==> src/rtl/xcom_pkg.sv <==
// ---------------------------------------------------------------------------
// xcom_pkg
// Shared definitions for the XCOM transmit command queue:
//   - xq_state_e : handshake FSM states of xcom_tx_queue
//   - XCMD_SYNC  : header nibble hd[7:4] that marks a sync command
//   - xcmd_t     : one queued command {hd[7:0], dt[31:0]}
// ---------------------------------------------------------------------------
package xcom_pkg;

  typedef enum logic [1:0] {
    Q_IDLE = 2'd0,
    Q_REQ  = 2'd1,
    Q_DONE = 2'd2
  } xq_state_e;

  localparam logic [3:0] XCMD_SYNC = 4'b1000;

  typedef struct packed {
    logic [7:0]  hd;
    logic [31:0] dt;
  } xcmd_t;

  // Sync commands are passed through untouched; this only classifies them.
  function automatic logic xcmd_is_sync(input xcmd_t cmd);
    return cmd.hd[7:4] == XCMD_SYNC;
  endfunction

endpackage

==> src/rtl/xcom_cmd_fifo.sv <==
// ---------------------------------------------------------------------------
// xcom_cmd_fifo
// 2^AW-entry command FIFO. Pointers are AW+1 bits wide so that full and
// empty fall out of a plain pointer compare. The storage array is not reset.
// Ports:
//   x_clk_i, x_rst_ni : clock, asynchronous active-low reset
//   push_i, wdata_i   : write strobe and command; ignored while full
//   pop_i             : advance the read pointer; ignored while empty
//   full_o, empty_o   : occupancy flags
//   level_o           : number of stored entries (0 .. 2^AW)
//   head_o            : entry at the read pointer
// ---------------------------------------------------------------------------
module xcom_cmd_fifo
  import xcom_pkg::*;
#(
  parameter int unsigned AW = 3
) (
  input  logic          x_clk_i,
  input  logic          x_rst_ni,
  input  logic          push_i,
  input  xcmd_t         wdata_i,
  input  logic          pop_i,
  output logic          full_o,
  output logic          empty_o,
  output logic [AW:0]   level_o,
  output xcmd_t         head_o
);

  localparam int unsigned DEPTH = 1 << AW;

  logic [AW:0] wptr_q, wptr_d;
  logic [AW:0] rptr_q, rptr_d;
  xcmd_t       mem_q [DEPTH];

  logic push_ok;
  logic pop_ok;

  // Same-wrap-bit equality means empty; opposite wrap bit with equal index
  // means the writer has lapped the reader exactly once.
  assign empty_o = (wptr_q == rptr_q);
  assign full_o  = (wptr_q[AW] != rptr_q[AW]) &&
                   (wptr_q[AW-1:0] == rptr_q[AW-1:0]);
  assign level_o = wptr_q - rptr_q;
  assign head_o  = mem_q[rptr_q[AW-1:0]];

  assign push_ok = push_i & ~full_o;
  assign pop_ok  = pop_i & ~empty_o;

  always_comb begin
    wptr_d = wptr_q;
    rptr_d = rptr_q;
    if (push_ok) wptr_d = wptr_q + 1'b1;
    if (pop_ok)  rptr_d = rptr_q + 1'b1;
  end

  always_ff @(posedge x_clk_i or negedge x_rst_ni) begin
    if (!x_rst_ni) begin
      wptr_q <= '0;
      rptr_q <= '0;
    end else begin
      wptr_q <= wptr_d;
      rptr_q <= rptr_d;
    end
  end

  always_ff @(posedge x_clk_i) begin
    if (push_ok) mem_q[wptr_q[AW-1:0]] <= wdata_i;
  end

endmodule

==> src/rtl/xcom_tx_queue.sv <==
// ---------------------------------------------------------------------------
// xcom_tx_queue
// Command queue in front of the XCOM transmit command stage. Commands pushed
// from the control side are buffered in xcom_cmd_fifo and issued one at a
// time over the tx_req/tx_rdy handshake:
//   Q_IDLE -> Q_REQ  : queue not empty and link idle; head popped into tx_*_o
//   Q_REQ  -> Q_DONE : link accepted (tx_rdy_i low); req dropped
//   Q_DONE -> Q_IDLE : link finished (tx_rdy_i high); sent counter bumped
// A sync command keeps tx_rdy_i high while in Q_REQ, so req simply stays up.
// Ports:
//   x_clk_i, x_rst_ni          : clock, asynchronous active-low reset
//   c_push_i, c_hd_i, c_dt_i   : command push from the control side
//   c_clr_i                    : clear overflow flag and sent counter
//   c_full_o, c_ovf_o          : FIFO full, sticky push-while-full
//   q_empty_o, q_level_o       : FIFO empty, stored entries (excl. in flight)
//   sent_cnt_o                 : completed commands, modulo 2^CW
//   busy_o                     : FSM not in Q_IDLE
//   tx_req_o, tx_rdy_i         : handshake with the transmit command stage
//   tx_hd_o, tx_dt_o           : in-flight command
// ---------------------------------------------------------------------------
module xcom_tx_queue
  import xcom_pkg::*;
#(
  parameter int unsigned AW = 3,
  parameter int unsigned CW = 16
) (
  input  logic          x_clk_i,
  input  logic          x_rst_ni,
  input  logic          c_push_i,
  input  logic [7:0]    c_hd_i,
  input  logic [31:0]   c_dt_i,
  input  logic          c_clr_i,
  output logic          c_full_o,
  output logic          c_ovf_o,
  output logic          q_empty_o,
  output logic [AW:0]   q_level_o,
  output logic [CW-1:0] sent_cnt_o,
  output logic          busy_o,
  output logic          tx_req_o,
  input  logic          tx_rdy_i,
  output logic [7:0]    tx_hd_o,
  output logic [31:0]   tx_dt_o
);

  xq_state_e     state_q, state_d;
  logic          tx_req_q, tx_req_d;
  xcmd_t         tx_cmd_q, tx_cmd_d;
  logic          ovf_q, ovf_d;
  logic [CW-1:0] sent_cnt_q, sent_cnt_d;

  logic          fifo_pop;
  logic          fifo_full;
  logic          fifo_empty;
  logic [AW:0]   fifo_level;
  xcmd_t         fifo_head;
  xcmd_t         push_cmd;
  logic          sent_inc;

  assign push_cmd = {c_hd_i, c_dt_i};

  xcom_cmd_fifo #(
    .AW (AW)
  ) u_fifo (
    .x_clk_i  (x_clk_i),
    .x_rst_ni (x_rst_ni),
    .push_i   (c_push_i),
    .wdata_i  (push_cmd),
    .pop_i    (fifo_pop),
    .full_o   (fifo_full),
    .empty_o  (fifo_empty),
    .level_o  (fifo_level),
    .head_o   (fifo_head)
  );

  // Handshake FSM; the popped head is captured into tx_cmd_q on the same
  // edge that raises req, so the outputs only move on Q_IDLE -> Q_REQ.
  always_comb begin
    state_d  = state_q;
    tx_req_d = tx_req_q;
    tx_cmd_d = tx_cmd_q;
    fifo_pop = 1'b0;
    sent_inc = 1'b0;
    unique case (state_q)
      Q_IDLE: begin
        if (!fifo_empty && tx_rdy_i) begin
          fifo_pop = 1'b1;
          tx_cmd_d = fifo_head;
          tx_req_d = 1'b1;
          state_d  = Q_REQ;
        end
      end
      Q_REQ: begin
        if (!tx_rdy_i) begin
          tx_req_d = 1'b0;
          state_d  = Q_DONE;
        end
      end
      Q_DONE: begin
        if (tx_rdy_i) begin
          sent_inc = 1'b1;
          state_d  = Q_IDLE;
        end
      end
      default: begin
        tx_req_d = 1'b0;
        state_d  = Q_IDLE;
      end
    endcase
  end

  // Clear beats an increment, but a push-while-full in the clear cycle
  // still leaves the overflow flag set.
  always_comb begin
    ovf_d      = ovf_q;
    sent_cnt_d = sent_cnt_q;
    if (sent_inc) sent_cnt_d = sent_cnt_q + CW'(1);
    if (c_clr_i) begin
      ovf_d      = 1'b0;
      sent_cnt_d = '0;
    end
    if (c_push_i && fifo_full) ovf_d = 1'b1;
  end

  always_ff @(posedge x_clk_i or negedge x_rst_ni) begin
    if (!x_rst_ni) begin
      state_q    <= Q_IDLE;
      tx_req_q   <= 1'b0;
      tx_cmd_q   <= '0;
      ovf_q      <= 1'b0;
      sent_cnt_q <= '0;
    end else begin
      state_q    <= state_d;
      tx_req_q   <= tx_req_d;
      tx_cmd_q   <= tx_cmd_d;
      ovf_q      <= ovf_d;
      sent_cnt_q <= sent_cnt_d;
    end
  end

  assign c_full_o   = fifo_full;
  assign c_ovf_o    = ovf_q;
  assign q_empty_o  = fifo_empty;
  assign q_level_o  = fifo_level;
  assign sent_cnt_o = sent_cnt_q;
  assign busy_o     = (state_q != Q_IDLE);
  assign tx_req_o   = tx_req_q;
  assign tx_hd_o    = tx_cmd_q.hd;
  assign tx_dt_o    = tx_cmd_q.dt;

endmodule

==> config.mk <==
export PLATFORM = sky130hd
export DESIGN_NAME = xcom_tx_queue
export DESIGN_NICKNAME = d
export VERILOG_FILES = /design/src/rtl/xcom_pkg.sv /design/src/rtl/xcom_cmd_fifo.sv /design/src/rtl/xcom_tx_queue.sv
export SDC_FILE = /design/constraint.sdc
export NUM_CORES = 1
export LEC_CHECK = 0
export CAP_MARGIN = 20
export CORE_ASPECT_RATIO = 0.9
export CORE_MARGIN = 4
export CORE_UTILIZATION = 57
export DETAILED_ROUTE_END_ITERATION = 6
export PLACE_DENSITY = 0.76
export SLEW_MARGIN = 15
export SYNTH_ARGS = -nofsm -noshare
export SYNTH_HDL_FRONTEND = slang
export SYNTH_SLANG_ARGS = --single-unit
export TNS_END_PERCENT = 10
==> constraint.sdc <==
create_clock -name x_clk_i -period 8.25 [get_ports x_clk_i]
set_clock_uncertainty 0.1 [all_clocks]
set_input_delay 1.65 -clock x_clk_i [delete_from_list [all_inputs] [get_ports x_clk_i]]
set_output_delay 1.65 -clock x_clk_i [all_outputs]
set_load 0.01 [all_outputs]
==> results.json <==
{
  "synth_mux_area_share_pct": 14.9,
  "setup_viol_count_final": 0,
  "global_route_wire_length_before_repair_mm": 45.0,
  "placement_rows": 55,
  "fmaxAchievable_ghz": 0.204,
  "antenna_violations_before_repair": 2,
  "synth-adder-area-share_pct": 0.642,
  "critPathMaxFanout": 44,
  "total_switching_power_mw": 1.83,
  "layout-area-overhead-vs-synth_pct": 19.0,
  "ant_nets": 0,
  "clockRootBuffer": "sky130_fd_sc_hd__clkbuf_16",
  "timing.slew.headroom_pct": 36.2,
  "run_status": "finished, final reports clean",
  "postSynthCellCount": 753,
  "ys.flop_type": "sky130_fd_sc_hd__edfxtp_1",
  "finalMaxSlewViolations": 0,
  "worst_pin_slew_ps": 956,
  "total_vias_in_the_final_route": 7403,
  "power_frac_seq_pct": 44.3,
  "dr.first_iter.drc_count": 582,
  "hp-class": "reg -> reg",
  "layout_setup_ws_ps": 3340,
  "synth_top_cell_area_share_pct": 64.9,
  "post-dp-hpwl_mm": 16.0,
  "leakagePower_nw": 5.93,
  "pre_cts_ws_ps": 3570,
  "pwr_density_cell_nw_per_um2": 355,
  "cpMaxStageDelayCell": "sky130_fd_sc_hd__dfrtp_4",
  "cts_inserted_buffers": 38,
  "yosysTopAreaCell": "sky130_fd_sc_hd__edfxtp_1",
  "wl_per_cell_um": 22.9,
  "period_minus_slack_ps": 4910,
  "max_stage_delay_ps": 1010,
  "place.gp.congestion": 0.816,
  "globalRouteOverflowTotal": 0,
  "timing.critical_path.required_ps": 6500,
  "sequential_cell_area_um2": 11300,
  "power.combinational.fraction_pct": 28.5,
  "critical_path_arrival_ps": 3160,
  "layout.filler_cells": 1589,
  "portBuffers": 109,
  "synth_sequential_area_ratio_pct": 76.4,
  "share_clk_of_total_power_pct": 27.2,
  "post_synthesis_xor_xnor_area_fraction_pct": 1.01,
  "postSynthAreaPerCell_um2": 19.7,
  "setup_total_negative_slack_ps": 0,
  "swShare_pct": 29.2,
  "tritoncts_clock_tree": "yes",
  "synth-seq-cells": 388,
  "fp.dieArea_um2": 28600,
  "mappedNetlistArea_um2": 14800,
  "avgViaCountPerCell": 5.92,
  "clock_sinks": 388,
  "critical_path.cell_chain": "inv_1 > ha_1 > a21o_1 > a21oi_1 > xnor2_1 > clkdlybuf4s50_1",
  "category_of_the_worst_setup_path_launch_point": "register",
  "starting_density_pct": 58.3,
  "grt_use_total_pct": 20.3,
  "layout_worst_path_cycle_share_pct": 59.6,
  "critical_path.endpoint_type": "output port",
  "vdd_drop_max_mv": 0.196,
  "syn_nets": 805,
  "postLayoutCellArea_um2": 17600,
  "clock_latency_on_the_worst_skew_pair_ps": 530,
  "cts_hold_buf": 0,
  "intPower_mw": 4.42,
  "die_w_um": 178,
  "drtPass1Iterations": 5,
  "grt_pass1_vias": 7919,
  "cts.repair_timing.setup_buffer_count": 0,
  "wl_mm": 28.7,
  "final_util_pct": 69.4,
  "multiInputGateArea_um2": 3380,
  "coreArea_um2": 25400,
  "synth_cell_type_count": 37,
  "route.detailed.drc": 0,
  "boundaryPins": 110,
  "layout.nets": 932,
  "timing.setup.critical_path_class": "reg -> out",
  "timing.final.hold_violations": 0,
  "ys_async_sr_fraction_pct": 17.5,
  "dpl-instance-area_um2": 16300,
  "grt_max_degree": 86,
  "synth.area.top_cells": "sky130_fd_sc_hd__edfxtp_1 65%, sky130_fd_sc_hd__mux4_2 12%, sky130_fd_sc_hd__dfrtp_1 11%",
  "clk_pin_slew_worst_paths_ps": 60,
  "synth-compound-area-share_pct": 2.26,
  "cts_resized": 0,
  "die_y_extent_um": 161,
  "maxCapViolCount": 0,
  "ratio_of_cells_with_drive_above_1_in_the_final_layout_pct": 18.4,
  "synth-simple-area-share_pct": 3.51,
  "synth_enable_flop_cells": 320,
  "combinational_family_with_the_most_area_after_synthesis": "multiplexers",
  "clk_path_buf_depth": 3,
  "total_power_mw": 6.25,
  "grt_setup_unrepaired": "no",
  "number_of_levels_the_h_tree_was_split_into": 2,
  "cp.buffers_inverters": 2,
  "cpLargestDelayFamily": "flip-flops",
  "yosys_warnings": 0
}
stage by stage:
stage	instances	hold WS (ps)
after floorplan	753	366
after global placement	1180	384
after detailed placement	1180	395
after CTS	1248	404
after global routing	1251	415
final	1251	397
path summary, 6_finish.rpt:
kind,start,to,slack (ps),cells past startpoint
worst max-delay path,u_fifo.rptr_q[1],q_level_o[3],3340,6
worst min-delay path,u_fifo.wptr_q[3],u_fifo.wptr_q[3],400,1
worst max register to register,u_fifo.rptr_q[1],u_fifo.mem_q[0][18],4410,7
worst min register to register,u_fifo.wptr_q[3],u_fifo.wptr_q[3],400,1
max in group asynchronous,x_rst_ni,u_fifo.rptr_q[1],6160,1
min in group asynchronous,x_rst_ni,tx_dt_o[7],1190,1
final cells by class:
cell class	count	area share, %
antenna	1	0.0142
clock buffer	50	5.94
clock inverter	18	1.10
inverter	11	0.234
multi-input combinational	320	19.2
sequential	388	64.2
tap	342	2.43
timing repair buffer	121	6.87
layer usage:
| layer | GRT usage (%) | share of wire [%] | wire (um) | vias to the layer above |
|---|---|---|---|---|
| met5 | 0 | 0.045 | 13 | - |
| met4 | 4.50 | 1.5 | 420 | 2 |
| met3 | 3.81 | 6.4 | 1840 | 36 |
| met2 | 33.5 | 50 | 14400 | 265 |
| met1 | 28.9 | 42 | 12000 | 3858 |
| li1 | - | - | - | 3242 |
registers in the layout, indices dropped and copies added (netlist names):
signal,count
tx_hd_o,8
c_ovf_o,1
tx_req_o,1
sent_cnt_o,16
u_fifo.wptr_q,4
u_fifo.mem_q,320
u_fifo.rptr_q,4
tx_dt_o,32
state_q,2
cell usage after synthesis (all sizes together), types with 2 or more instances:
cell type    n
clkbuf      18
dfrtp       68
o21ai        9
nor3         5
nand3        6
mux4        80
mux2i       41
xor2         3
buf         16
nand4        5
nand2       17
a21oi       50
nor4         2
or2          2
inv         11
ha           6
nand2b       2
xnor2       14
or3          8
edfxtp     320
nor2        57
or4          2
placed cells by master (no fill, tap or decap), types with 14 or more instances in the layout:
cell                              instances
sky130_fd_sc_hd__nand2_1                 17
sky130_fd_sc_hd__nor2_1                  52
sky130_fd_sc_hd__edfxtp_1               320
sky130_fd_sc_hd__mux4_2                  80
sky130_fd_sc_hd__xnor2_1                 14
sky130_fd_sc_hd__clkbuf_16               39
sky130_fd_sc_hd__a21oi_1                 50
sky130_fd_sc_hd__clkdlybuf4s50_1        108
sky130_fd_sc_hd__dfrtp_1                 65
sky130_fd_sc_hd__mux2i_1                 41
kinds of logic after synthesis:
| kind of cell | count (synthesis) |
|---|---|
| AOI/OAI and AO/OA | 64 |
| muxes | 121 |
| buffers and inverters | 45 |
| DFF | 388 |
| xor gates and xnor gates | 17 |
| and+or+nand+nor | 111 |
| adders and majority gates | 7 |
power by group through the flow:
stage	Combinational [mW]	Sequential, mW	Clock (mW)
after floorplan	1.18	2.71	0
after global placement	1.75	2.78	0
after detailed placement	1.79	2.81	0
after CTS	1.80	2.78	1.73
after global routing	1.93	2.82	1.82
final	1.78	2.77	1.70
Power figures use the tool's default switching activity.
